--- config.mk ---
export PLATFORM = sky130hd
export DESIGN_NAME = mem_port_arbiter_flat
export DESIGN_NICKNAME = d
export VERILOG_FILES = /design/src/rtl/mem_port_arbiter_if.sv /design/src/rtl/mem_port_arbiter.sv /design/src/flat_wrapper.sv
export SDC_FILE = /design/constraint.sdc
export NUM_CORES = 1
export LEC_CHECK = 0
export CAP_MARGIN = 25
export CORE_ASPECT_RATIO = 0.7
export CORE_MARGIN = 1.5
export CORE_UTILIZATION = 43
export CTS_BUF_LIST = sky130_fd_sc_hd__clkbuf_8
export CTS_CLUSTER_SIZE = 40
export DETAILED_ROUTE_END_ITERATION = 7
export PLACE_DENSITY = 0.91
export SETUP_SLACK_MARGIN = 0.2
export SLEW_MARGIN = 20
export SYNTH_ARGS = -nofsm -noshare
export SYNTH_HDL_FRONTEND = slang
export SYNTH_SLANG_ARGS = --single-unit
--- constraint.sdc ---
create_clock -name clk -period 2.5 [get_ports clk]
set_input_delay 0.375 -clock clk [delete_from_list [all_inputs] [get_ports clk]]
set_output_delay 0.375 -clock clk [all_outputs]
set_load 0.1 [all_outputs]
--- src/rtl/mem_port_arbiter_if.sv ---
// Bus bundle between the two requesters, the shared memory port and mem_port_arbiter.
// Handshake: a requester holds req_x (with stable addr/we/wdata) until it sees ack_x or err_x;
// the memory completes the active transaction by raising mem_ready while mem_valid is high.
interface mem_port_arbiter_if #(
  parameter int WIDTH = 32
);
  logic             req_0;
  logic             req_1;
  logic [WIDTH-1:0] addr_0;
  logic [WIDTH-1:0] addr_1;
  logic             we_0;
  logic             we_1;
  logic [WIDTH-1:0] wdata_0;
  logic [WIDTH-1:0] wdata_1;
  logic             mem_ready;
  logic [WIDTH-1:0] mem_rdata;
  logic             sel;
  logic             mem_valid;
  logic [WIDTH-1:0] mem_addr;
  logic             mem_we;
  logic [WIDTH-1:0] mem_wdata;
  logic [WIDTH-1:0] rdata;
  logic             ack_0;
  logic             ack_1;
  logic             err_0;
  logic             err_1;
  logic [1:0]       dbg_state;

  // Arbiter side.
  modport slave (
    input  req_0, req_1, addr_0, addr_1, we_0, we_1, wdata_0, wdata_1,
    input  mem_ready, mem_rdata,
    output sel, mem_valid, mem_addr, mem_we, mem_wdata, rdata,
    output ack_0, ack_1, err_0, err_1, dbg_state
  );

  // Requesters and memory side.
  modport master (
    output req_0, req_1, addr_0, addr_1, we_0, we_1, wdata_0, wdata_1,
    output mem_ready, mem_rdata,
    input  sel, mem_valid, mem_addr, mem_we, mem_wdata, rdata,
    input  ack_0, ack_1, err_0, err_1, dbg_state
  );
endinterface

--- src/rtl/mem_port_arbiter.sv ---
// Round-robin arbiter sharing one memory port between instruction fetch (port 0)
// and load/store (port 1), with a registered transaction and a BUSY timeout watchdog.
module mem_port_arbiter #(
  parameter int WIDTH   = 32,
  parameter int TIMEOUT = 16
) (
  input  logic                clk,
  input  logic                rst_n,
  mem_port_arbiter_if.slave   bus
);

  localparam int CW = $clog2(TIMEOUT + 1);
  localparam logic [CW-1:0] CNT_LAST = CW'(TIMEOUT - 1);
  localparam logic [CW-1:0] CNT_MAX  = CW'(TIMEOUT);

  typedef enum logic [1:0] {
    IDLE = 2'd0,
    BUSY = 2'd1,
    DONE = 2'd2
  } state_t;

  state_t           state;
  state_t           state_nxt;
  logic             last;
  logic [CW-1:0]    cnt;

  logic             any_req;
  logic             win;
  logic             grant;
  logic             complete;
  logic             expire;

  logic             sel_q;
  logic             mem_valid_q;
  logic [WIDTH-1:0] mem_addr_q;
  logic             mem_we_q;
  logic [WIDTH-1:0] mem_wdata_q;
  logic [WIDTH-1:0] rdata_q;
  logic             ack_0_q;
  logic             ack_1_q;
  logic             err_0_q;
  logic             err_1_q;

  // State register.
  always_ff @(posedge clk or negedge rst_n) begin
    if (!rst_n) begin
      state <= IDLE;
    end else begin
      state <= state_nxt;
    end
  end

  // Next-state logic.
  always_comb begin
    state_nxt = state;
    case (state)
      IDLE: if (any_req) state_nxt = BUSY;
      BUSY: if (bus.mem_ready || cnt == CNT_LAST) state_nxt = DONE;
      DONE: state_nxt = IDLE;
      default: state_nxt = IDLE;
    endcase
  end

  // Decode: a tie goes to the port that did not win last time.
  always_comb begin
    any_req  = 1'b0;
    win      = 1'b0;
    grant    = 1'b0;
    complete = 1'b0;
    expire   = 1'b0;
    case (state)
      IDLE: begin
        any_req = bus.req_0 | bus.req_1;
        win     = bus.req_1 & (~bus.req_0 | ~last);
        grant   = any_req;
      end
      BUSY: begin
        complete = bus.mem_ready;
        expire   = ~bus.mem_ready & (cnt == CNT_LAST);
      end
      default: begin
        any_req = 1'b0;
      end
    endcase
  end

  // Transaction registers; ack/err are set on the edge into DONE and cleared on the next.
  always_ff @(posedge clk or negedge rst_n) begin
    if (!rst_n) begin
      sel_q       <= 1'b0;
      last        <= 1'b1;
      cnt         <= '0;
      mem_valid_q <= 1'b0;
      mem_addr_q  <= '0;
      mem_we_q    <= 1'b0;
      mem_wdata_q <= '0;
      rdata_q     <= '0;
      ack_0_q     <= 1'b0;
      ack_1_q     <= 1'b0;
      err_0_q     <= 1'b0;
      err_1_q     <= 1'b0;
    end else begin
      ack_0_q <= 1'b0;
      ack_1_q <= 1'b0;
      err_0_q <= 1'b0;
      err_1_q <= 1'b0;
      if (grant) begin
        sel_q       <= win;
        last        <= win;
        cnt         <= '0;
        mem_valid_q <= 1'b1;
        mem_addr_q  <= win ? bus.addr_1  : bus.addr_0;
        mem_we_q    <= win ? bus.we_1    : bus.we_0;
        mem_wdata_q <= win ? bus.wdata_1 : bus.wdata_0;
      end
      if (state == BUSY && cnt != CNT_MAX) begin
        cnt <= cnt + 1'b1;
      end
      if (complete) begin
        rdata_q     <= bus.mem_rdata;
        ack_0_q     <= ~sel_q;
        ack_1_q     <= sel_q;
        mem_valid_q <= 1'b0;
      end else if (expire) begin
        err_0_q     <= ~sel_q;
        err_1_q     <= sel_q;
        mem_valid_q <= 1'b0;
      end
    end
  end

  assign bus.sel       = sel_q;
  assign bus.mem_valid = mem_valid_q;
  assign bus.mem_addr  = mem_addr_q;
  assign bus.mem_we    = mem_we_q;
  assign bus.mem_wdata = mem_wdata_q;
  assign bus.rdata     = rdata_q;
  assign bus.ack_0     = ack_0_q;
  assign bus.ack_1     = ack_1_q;
  assign bus.err_0     = err_0_q;
  assign bus.err_1     = err_1_q;
  assign bus.dbg_state = state;

endmodule

--- src/flat_wrapper.sv ---
// flat-port wrapper written by rule: the top's interface ports become plain ports
module mem_port_arbiter_flat 
#(
  parameter int WIDTH   = 32,
  parameter int TIMEOUT = 16
)
  (clk, rst_n, bus_req_0, bus_req_1, bus_addr_0, bus_addr_1, bus_we_0, bus_we_1, bus_wdata_0, bus_wdata_1, bus_mem_ready, bus_mem_rdata, bus_sel, bus_mem_valid, bus_mem_addr, bus_mem_we, bus_mem_wdata, bus_rdata, bus_ack_0, bus_ack_1, bus_err_0, bus_err_1, bus_dbg_state);
  mem_port_arbiter_if #(.WIDTH(WIDTH)) bus_i ();
  input  logic clk;
  input  logic rst_n;
  input wire logic [$bits(bus_i.req_0)-1:0] bus_req_0;
  input wire logic [$bits(bus_i.req_1)-1:0] bus_req_1;
  input wire logic [$bits(bus_i.addr_0)-1:0] bus_addr_0;
  input wire logic [$bits(bus_i.addr_1)-1:0] bus_addr_1;
  input wire logic [$bits(bus_i.we_0)-1:0] bus_we_0;
  input wire logic [$bits(bus_i.we_1)-1:0] bus_we_1;
  input wire logic [$bits(bus_i.wdata_0)-1:0] bus_wdata_0;
  input wire logic [$bits(bus_i.wdata_1)-1:0] bus_wdata_1;
  input wire logic [$bits(bus_i.mem_ready)-1:0] bus_mem_ready;
  input wire logic [$bits(bus_i.mem_rdata)-1:0] bus_mem_rdata;
  output wire logic [$bits(bus_i.sel)-1:0] bus_sel;
  output wire logic [$bits(bus_i.mem_valid)-1:0] bus_mem_valid;
  output wire logic [$bits(bus_i.mem_addr)-1:0] bus_mem_addr;
  output wire logic [$bits(bus_i.mem_we)-1:0] bus_mem_we;
  output wire logic [$bits(bus_i.mem_wdata)-1:0] bus_mem_wdata;
  output wire logic [$bits(bus_i.rdata)-1:0] bus_rdata;
  output wire logic [$bits(bus_i.ack_0)-1:0] bus_ack_0;
  output wire logic [$bits(bus_i.ack_1)-1:0] bus_ack_1;
  output wire logic [$bits(bus_i.err_0)-1:0] bus_err_0;
  output wire logic [$bits(bus_i.err_1)-1:0] bus_err_1;
  output wire logic [$bits(bus_i.dbg_state)-1:0] bus_dbg_state;
  assign bus_i.req_0 = bus_req_0;
  assign bus_i.req_1 = bus_req_1;
  assign bus_i.addr_0 = bus_addr_0;
  assign bus_i.addr_1 = bus_addr_1;
  assign bus_i.we_0 = bus_we_0;
  assign bus_i.we_1 = bus_we_1;
  assign bus_i.wdata_0 = bus_wdata_0;
  assign bus_i.wdata_1 = bus_wdata_1;
  assign bus_i.mem_ready = bus_mem_ready;
  assign bus_i.mem_rdata = bus_mem_rdata;
  assign bus_sel = bus_i.sel;
  assign bus_mem_valid = bus_i.mem_valid;
  assign bus_mem_addr = bus_i.mem_addr;
  assign bus_mem_we = bus_i.mem_we;
  assign bus_mem_wdata = bus_i.mem_wdata;
  assign bus_rdata = bus_i.rdata;
  assign bus_ack_0 = bus_i.ack_0;
  assign bus_ack_1 = bus_i.ack_1;
  assign bus_err_0 = bus_i.err_0;
  assign bus_err_1 = bus_i.err_1;
  assign bus_dbg_state = bus_i.dbg_state;
  mem_port_arbiter #(.WIDTH(WIDTH), .TIMEOUT(TIMEOUT)) u_core (.clk(clk), .rst_n(rst_n), .bus(bus_i));
endmodule
=== Word level (Yosys, flattened, before mapping) ===
Cells that the tools add are included.

* Add/sub/neg operators: 1
* Equality and inequality tests: 5
* Multiplexer cells: 21
* Bitwise logic cells: 8
* Reductions and logical operators: 6

{| class="wikitable"
|+ Operator list
! kind !! count
|-
| 32-bit two-way mux || 2
|-
| 1-bit two-way mux || 14
|-
| 5-bit two-way mux || 2
|-
| 5-bit by 1-bit adder with 5-bit output (second input constant) || 1
|-
| 5-bit by 4-bit equality test with 1-bit output (second input constant) || 1
|-
| 5-bit inequality test (second input constant) || 1
|-
| 2-bit two-way mux || 2
|-
| 2-bit by 1-bit inequality test with 1-bit output (second input constant) || 2
|-
| 1-bit NOT || 4
|-
| 2-bit case mux with 2 select lines || 1
|-
| 3-bit nonzero test || 1
|-
| 1-bit bitwise AND || 2
|-
| 2-bit by 1-bit equality test with 1-bit output (second input constant) || 1
|-
| 2-bit zero test || 1
|-
| 1-bit bitwise OR || 2
|-
| 2-bit AND reduction || 1
|-
| 2-bit nonzero test || 1
|-
| 1-bit logical AND || 1
|-
| 1-bit logical OR || 1
|}

* Bits in registers: 111
* Bits of input ports: 167
* Output and inout port bits: 105
* Word-level logic and storage cells: 54

=== Longest topological paths before layout ===
Gate-level depths: netlist of the first run.

* Depth after elaboration: 5
* Gate-level depth with buffers: 6
* Depth with buffers taken out: 6

=== Least setup slack after synthesis of the first run ===
OpenSTA, ideal clock, no wires.

* Path type: flip-flop to flip-flop
* Start point: reg u_core.state[1] (netlist: u_core.bus.dbg_state[1])
* End point: reg u_core.rdata_q[10] (netlist: u_core.bus.rdata[10])
* Library setup time: 0.128 ns
* Data arrival time: 1.859 ns
* Data required time: 2.372 ns
* Path slack: 0.512 ns
* Cell stages (with the launch flop): 5
* Path buffers: 1
* Clock period less this slack: 1.988 ns
* Path through: dfrtp_1 > and2b_1 > nand2_2 > buf_4 > mux2_1

* Word-level cells in the longest chain between the ends: 2

{| class="wikitable"
|+ Ends and longest elaborated chain
! what !! RTL line !! source
|-
| start: declaration || mem_port_arbiter.sv:22 || <nowiki>state_t state;</nowiki>
|-
| start signal: assignment || mem_port_arbiter.sv:49 || <nowiki>state <= state_nxt;</nowiki>
|-
| 2-bit by 1-bit equality test with 1-bit output || mem_port_arbiter.sv:71 || <nowiki>case (state)</nowiki>
|-
| 1-bit two-way mux || mem_port_arbiter.sv:71 ||
|-
| end signal: assignment || mem_port_arbiter.sv:120 || <nowiki>rdata_q <= bus.mem_rdata;</nowiki>
|-
| end: declaration || mem_port_arbiter.sv:38 || <nowiki>logic [WIDTH-1:0] rdata_q;</nowiki>
|}

No other way between the ends.
A chain may end at the register's enable or synchronous reset.

=== Worst setup path in the final report of the first run ===
* Start point: reg u_core.state[1] (netlist: u_core.bus.dbg_state[1])
* End point: reg u_core.rdata_q[19] (netlist: u_core.bus.rdata[19])

The elaborated chain is that of the path after synthesis.

==> impl_summary.log, run 1 <==
INFO  metric ctsRootBufferMaster = clkbuf_8
INFO  metric final_min_period_over_clock_period = 74.1%
INFO  metric grt.overflow.total = 0
INFO  metric cts_setup_buffers = 0
INFO  metric cts_buffers = 9
INFO  metric final.setup_skew = 7.66 ps
INFO  metric net_count_of_the_mapped_netlist = 528
INFO  metric netlist_top_cells_area = dfrtp_1 (55%), o221a_1 (14%), nand4b_1 (11%)
INFO  metric layout.cells.most_common_list = clkdlybuf4s50_1 (164), buf_4 (117), dfrtp_1 (110)
INFO  metric fin_area = 0.00773 mm^2
INFO  metric reg2reg_depth = 3
INFO  metric report.final.setup_viol = 0
INFO  metric grt_setup_unrepaired = no
INFO  metric routed_wire_length_per_instance = 19.7 um
INFO  metric run_status = finished, final reports clean
INFO  metric crit_fanout = 33
INFO  metric post_layout_min_period = 1850 ps
INFO  metric r2r_setup_slack = 650 ps
INFO  metric drv_slew = 0
INFO  metric mostFrequentLayoutCell = clkdlybuf4s50_1
INFO  metric syn_avg_cell_area = 14.0 um^2
INFO  metric cts_tree = yes
INFO  metric rows = 32
INFO  metric final_layout_size_suffix_gt1_share = 23.2%
INFO  metric route.detailed.vias_per_inst = 5.58
INFO  metric initial_cell_density_of_the_core = 44.7%
INFO  metric report.final.hold_viol_count = 0
INFO  metric cts.reportedPaths.clkPinSlew = 110 ps
INFO  metric floorplan.die.height = 93.2 um
INFO  metric setup_total_negative_slack = 0 ps
INFO  metric critPathCaptureType = register
INFO  metric num_vias = 4312
INFO  metric initial_antenna_violation_count = 0
INFO  metric drt.antenna.violating_nets = 0
INFO  metric netlist.top_cell.by_area = dfrtp_1
INFO  metric clock_latency_late_sink = 370 ps
INFO  metric totalWireLength = 15300 um
INFO  metric cts.sink_count = 111
INFO  metric r2r-start = u_core.bus.dbg_state[1]$_DFFE_PN0P_
INFO  metric drt_first_iter_violations = 210
INFO  metric first_global_vias = 4477
INFO  metric maximum_number_of_pins_on_one_net_before_global_route_repair = 54
INFO  metric design.die.area = 0.0123 mm^2
INFO  metric cts_max_path_buffers = 2
INFO  metric yosysSeqAreaShare = 55.6%
INFO  metric nets = 785
INFO  metric top_level_ports = 272
INFO  metric achievable-frequency = 540 MHz
INFO  metric hold_class = input port to asynchronous set/reset pin
INFO  metric netlist.area_leader.share = 55.1%
INFO  metric postPlaceCellArea = 0.00752 mm^2
INFO  metric post_synthesis_cell_area = 0.00500 mm^2
INFO  metric gp_congestion = 0.880
INFO  metric startpoint = u_core.bus.dbg_state[1]$_DFFE_PN0P_
INFO  metric synth_cell_types = 36
INFO  metric area_delta_synth_final = 54.8%
INFO  metric ys.warnings.count = 0
INFO  metric max_slew_margin = 48.1%
INFO  metric detailed_place_hpwl = 11200 um
INFO  metric critPathRequiredTime = 2760 ps
INFO  metric detail_route.drc_violations = 0
INFO  metric core_area = 0.0112 mm^2
INFO  metric ys_ff_latch = 111
INFO  metric antenna-diode-count = 0
INFO  metric worst_slew_pin_slew = 776 ps
INFO  metric die_w = 132 um
INFO  metric post_synth_inst_count = 358
INFO  metric port_buffers = 271
INFO  metric crit_arrival = 2110 ps
INFO  metric drt_first_pass_iters = 6
INFO  metric maxCapViolCount = 0
INFO  metric worst_setup_start_kind = register
INFO  metric cts_htree_levels = 3
INFO  metric global_route.usage.total = 24.9%
INFO  metric grt_pass1_wl = 24000 um
INFO  metric critPathKind = register to register
## through the flow
stage | utilization [%] | setup WS, ps | hold slack [ps] | cells
after CTS | 69.2 | 647 | 489 | 773
after detailed placement | 67.3 | 424 | 360 | 756
after global routing | 69.2 | 506 | 511 | 773
after global placement | 67.3 | 496 | 351 | 756
final | 69.2 | 648 | 493 | 773
after floorplan | - | 512 | 79.4 | 358
## routing by layer
metal / up-vias / track usage (%) / share of wire [%]
met1: 2132 / 29.4 / 39
met3: 31 / 6.72 / 6.7
met4: 0 / 7.96 / 2.4
li1: 1953 / - / -
met2: 196 / 44.5 / 52
met5: - / 0 / 0
## final cells by class
cell class | instances | area, um^2
clock buffers | 10 | 138
clock inverters | 6 | 68.8
fillers | 788 | 3440
inverters | 5 | 18.8
multi-input cells | 203 | 1960
flip-flops and latches | 111 | 2780
well taps | 153 | 191
repair buffers | 285 | 2570
## Yosys cell counts, drive strengths merged
master and count:
a21oi 2, a31oi 2, a32o 2, and2b 1
and3 2, and4b 1, buf 26, clkbuf 13
dfrtp 110, dfstp 1, ha 3, inv 5
mux2 32, mux2i 3, nand2 4, nand2b 2
nand3 2, nand4b 65, nor2 7, nor2b 1
nor4b 1, o21ai 4, o221a 65, o22ai 1
o31ai 1, or2 1, xor2 1
## path summary, 6_finish.rpt
path / to
worst min register to register: u_core.bus.rdata[29]$_DFFE_PN0N_
max in group asynchronous: u_core.bus.mem_addr[3]$_DFFE_PN0P_
worst max register to register: u_core.bus.rdata[19]$_DFFE_PN0N_
min in group clk: u_core.bus.rdata[29]$_DFFE_PN0N_
worst min-delay path: u_core.bus.mem_addr[21]$_DFFE_PN0P_
worst max-delay path: u_core.bus.rdata[19]$_DFFE_PN0N_
## repair_timing
| item | in CTS | in global routing |
|---|---|---|
| hold buffers | 1 | 0 |
| gates resized for setup | 0 | 0 |
| hold endpoints to repair | 32 | 0 |
## logic make-up (layout without fill, tap and decap cells)
group	count (synthesis)	after routing	synth area share, %
adders and majority gates	3	3	0.751
muxes	35	35	7.81
DFF	111	111	55.6
xor gates and xnor gates	1	1	0.175
AOI/OAI and AO/OA	77	77	16.3
buffers and inverters	44	306	5.33
and+or+nand+nor	87	87	14.0
## critical path: stages, from the launching register on
cell and delay [ps]:
dfrtp_1 450, and2b_1 290, nand2_2 470, mux2_1 520
## sequential cells by signal, indices dropped and copies added (netlist names)
| register | flops |
|---|---|
| u_core.bus.mem_valid | 1 |
| u_core.bus.err_1 | 1 |
| u_core.bus.ack_0 | 1 |
| u_core.bus.mem_we | 1 |
| u_core.bus.dbg_state | 2 |
| u_core.last | 1 |
| u_core.bus.sel | 1 |
| u_core.bus.mem_addr | 32 |
| u_core.bus.ack_1 | 1 |
| u_core.cnt | 5 |
| u_core.bus.mem_wdata | 32 |
| u_core.bus.rdata | 32 |
| u_core.bus.err_0 | 1 |
Power of run 1 is left out: the tool's default activity adds up to more than one toggle a clock period on the data nets, which glitch-free logic cannot reach.
==> inputs of run 2 (changes only) <==
- CORE_UTILIZATION: 43 -> 40
- PLACE_DENSITY: 0.91 -> 0.85
- clock period: 2.5 -> 1.8 ns (I/O delays scaled with it)
==> run 2 against run 1 <==
Die area rose by 7.3%; cell count rose by 2.2%; register-to-register slack got worse by 410 ps; critical path depth increased by 1; via count rose by 1.1%; setup slack worse by 410 ps; clock-buffer cell count is 1 lower; clock skew grew 4.2 ps; routed wire length rose by 6.5%; utilization down 1.5 points; largest cell class is now non-clock buffers.
==> impl_summary.log, run 2 (same netlist as run 1, synthesis figures left out) <==
INFO  metric cts.sink_count = 111
INFO  metric area_delta_synth_final = 61.8%
INFO  metric run_status = finished, final reports clean
INFO  metric n_fill_cell = 841
INFO  metric reg2reg_depth = 4
INFO  metric crit_arrival = 1820 ps
INFO  metric critPathCaptureType = register
INFO  metric setup_total_negative_slack = 0 ps
INFO  metric mostFrequentLayoutCell = clkdlybuf4s50_1
INFO  metric report.final.setup_viol = 0
INFO  metric initial_antenna_violation_count = 0
INFO  metric worstHoldStart = bus_req_1
INFO  metric die_w = 137 um
INFO  metric r2r-start = u_core.bus.dbg_state[1]$_DFFE_PN0P_
INFO  metric place_inst = 766
INFO  metric grt.overflow.total = 0
INFO  metric drv_slew = 0
INFO  metric grt_pass1_wl = 22900 um
INFO  metric drt.antenna.violating_nets = 0
INFO  metric rows = 33
INFO  metric timing.hold.worst_endpoint = u_core.last$_DFFE_PN1P_
INFO  metric first_global_vias = 4355
INFO  metric postPlaceCellArea = 0.00769 mm^2
INFO  metric final.setup_skew = 11.9 ps
INFO  metric final_min_period_over_clock_period = 86.8%
INFO  metric detailed_place_hpwl = 11600 um
INFO  metric critPathRequiredTime = 2060 ps
INFO  metric fin_area = 0.00808 mm^2
INFO  metric final_util = 67.7%
INFO  metric hold_class = input port to register
INFO  metric cts_buffers = 9
INFO  metric ctsRootBufferMaster = clkbuf_8
INFO  metric design.die.area = 0.0132 mm^2
INFO  metric drt_first_pass_iters = 4
INFO  metric global_route.usage.total = 22.5%
INFO  metric drt_first_iter_violations = 238
INFO  metric final_layout_size_suffix_gt1_share = 25.6%
INFO  metric routed_wire_length_per_instance = 20.6 um
INFO  metric detail_route.drc_violations = 0
INFO  metric non_filler_cells_in_the_finished_layout = 790
INFO  metric route.detailed.vias_per_inst = 5.52
INFO  metric crit_fanout = 16
INFO  metric cts_max_path_buffers = 2
INFO  metric floorplan.die.height = 96.5 um
INFO  metric layout.cells.most_common_list = clkdlybuf4s50_1 (164), buf_4 (112), dfrtp_1 (108)
INFO  metric nets = 798
INFO  metric report.final.hold_viol_count = 0
INFO  metric num_vias = 4361
INFO  metric r2r_setup_slack = 240 ps
INFO  metric totalWireLength = 16200 um
INFO  metric core_area = 0.0119 mm^2
INFO  metric post_layout_min_period = 1560 ps
INFO  metric rr_endpoint = u_core.bus.rdata[17]$_DFFE_PN0N_
INFO  metric worst_setup_start_kind = register
INFO  metric maxCapViolCount = 0
INFO  metric achievable-frequency = 640 MHz
INFO  metric worstHoldPathCells = 3
INFO  metric cts_tree = yes
INFO  metric cts_htree_levels = 3
INFO  metric antenna-diode-count = 0
INFO  metric top_level_ports = 272
INFO  metric worst_slew_pin_slew = 348 ps
INFO  metric cts.reportedPaths.clkPinSlew = 110 ps
INFO  metric initial_cell_density_of_the_core = 41.9%
INFO  metric port_buffers = 271
INFO  metric critPathKind = register to register
INFO  metric clock_latency_late_sink = 370 ps
INFO  metric grt_setup_unrepaired = yes
INFO  metric gp_congestion = 0.785
INFO  metric maximum_number_of_pins_on_one_net_before_global_route_repair = 47
INFO  metric max_slew_margin = 76.7%
[run 2: cell count changes in the layout (fill, tap and decap cells not counted), sizes merged]
cell	change
clkinvlp	+2
bufinv	+1
clkinv	-2
buf	+9
clkbuf	+3
[run 2: how the worst max path moves through the flow]
stage                                        start                                   end  slack (ps)  depth (start not counted)
3_3_place_gp                             bus_req_0   u_core.bus.mem_addr[20]$_DFFE_PN0P_         160                          4
2_1_floorplan  u_core.bus.dbg_state[1]$_DFFE_PN0P_      u_core.bus.rdata[10]$_DFFE_PN0N_         190                          4
4_1_cts        u_core.bus.dbg_state[1]$_DFFE_PN0P_       u_core.bus.rdata[2]$_DFFE_PN0N_         230                          4
6_report       u_core.bus.dbg_state[1]$_DFFE_PN0P_      u_core.bus.rdata[17]$_DFFE_PN0N_         240                          4
5_1_grt        u_core.bus.dbg_state[0]$_DFFE_PN0P_  u_core.bus.mem_wdata[11]$_DFFE_PN0P_         170                          5
3_5_place_dp                             bus_req_0  u_core.bus.mem_wdata[20]$_DFFE_PN0P_         130                          4
[run 2: area by class of cell]
class | instances | area [um^2] | share of cell area, %
Inverter | 5 | 18.8 | 0.232
Timing Repair Buffer | 298 | 2880 | 35.7
Tap cell | 157 | 196 | 2.43
Clock inverter | 7 | 104 | 1.28
Multi-Input combinational cell | 203 | 1970 | 24.4
Sequential cell | 111 | 2790 | 34.5
Clock buffer | 9 | 124 | 1.53
[run 2: timing repair]
action / in CTS / in global routing
buffers inserted: 0 / 2
hold buffers: 1 / 0
resized for setup: 0 / 6
endpoints found under the setup margin: 0 / 52
hold endpoints to repair: 15 / 0
[run 2: stage by stage]
step,worst slack [ps],hold slack [ps]
after floorplan,187,-25.6
after global routing,174,232
after CTS,226,200
after global placement,155,161
after detailed placement,129,166
final,238,224
[run 2: routing by layer]
metal	wire (um)	track usage (%)	part of all wire, %	up-vias
li1	-	-	-	1977
met1	6620	27.4	41	2190
met2	8210	39.9	51	176
met3	1190	5.53	7.3	18
met4	229	6.29	1.4	0
met5	0	0	0	-
[run 2: critical path, stage by stage, from the launching register on]
cell and delay, ps:
dfrtp_4 530, and2b_2 290, nand2_4 100, clkbuf_16 210, mux2_1 320
Power of run 2 is left out for the same reason.
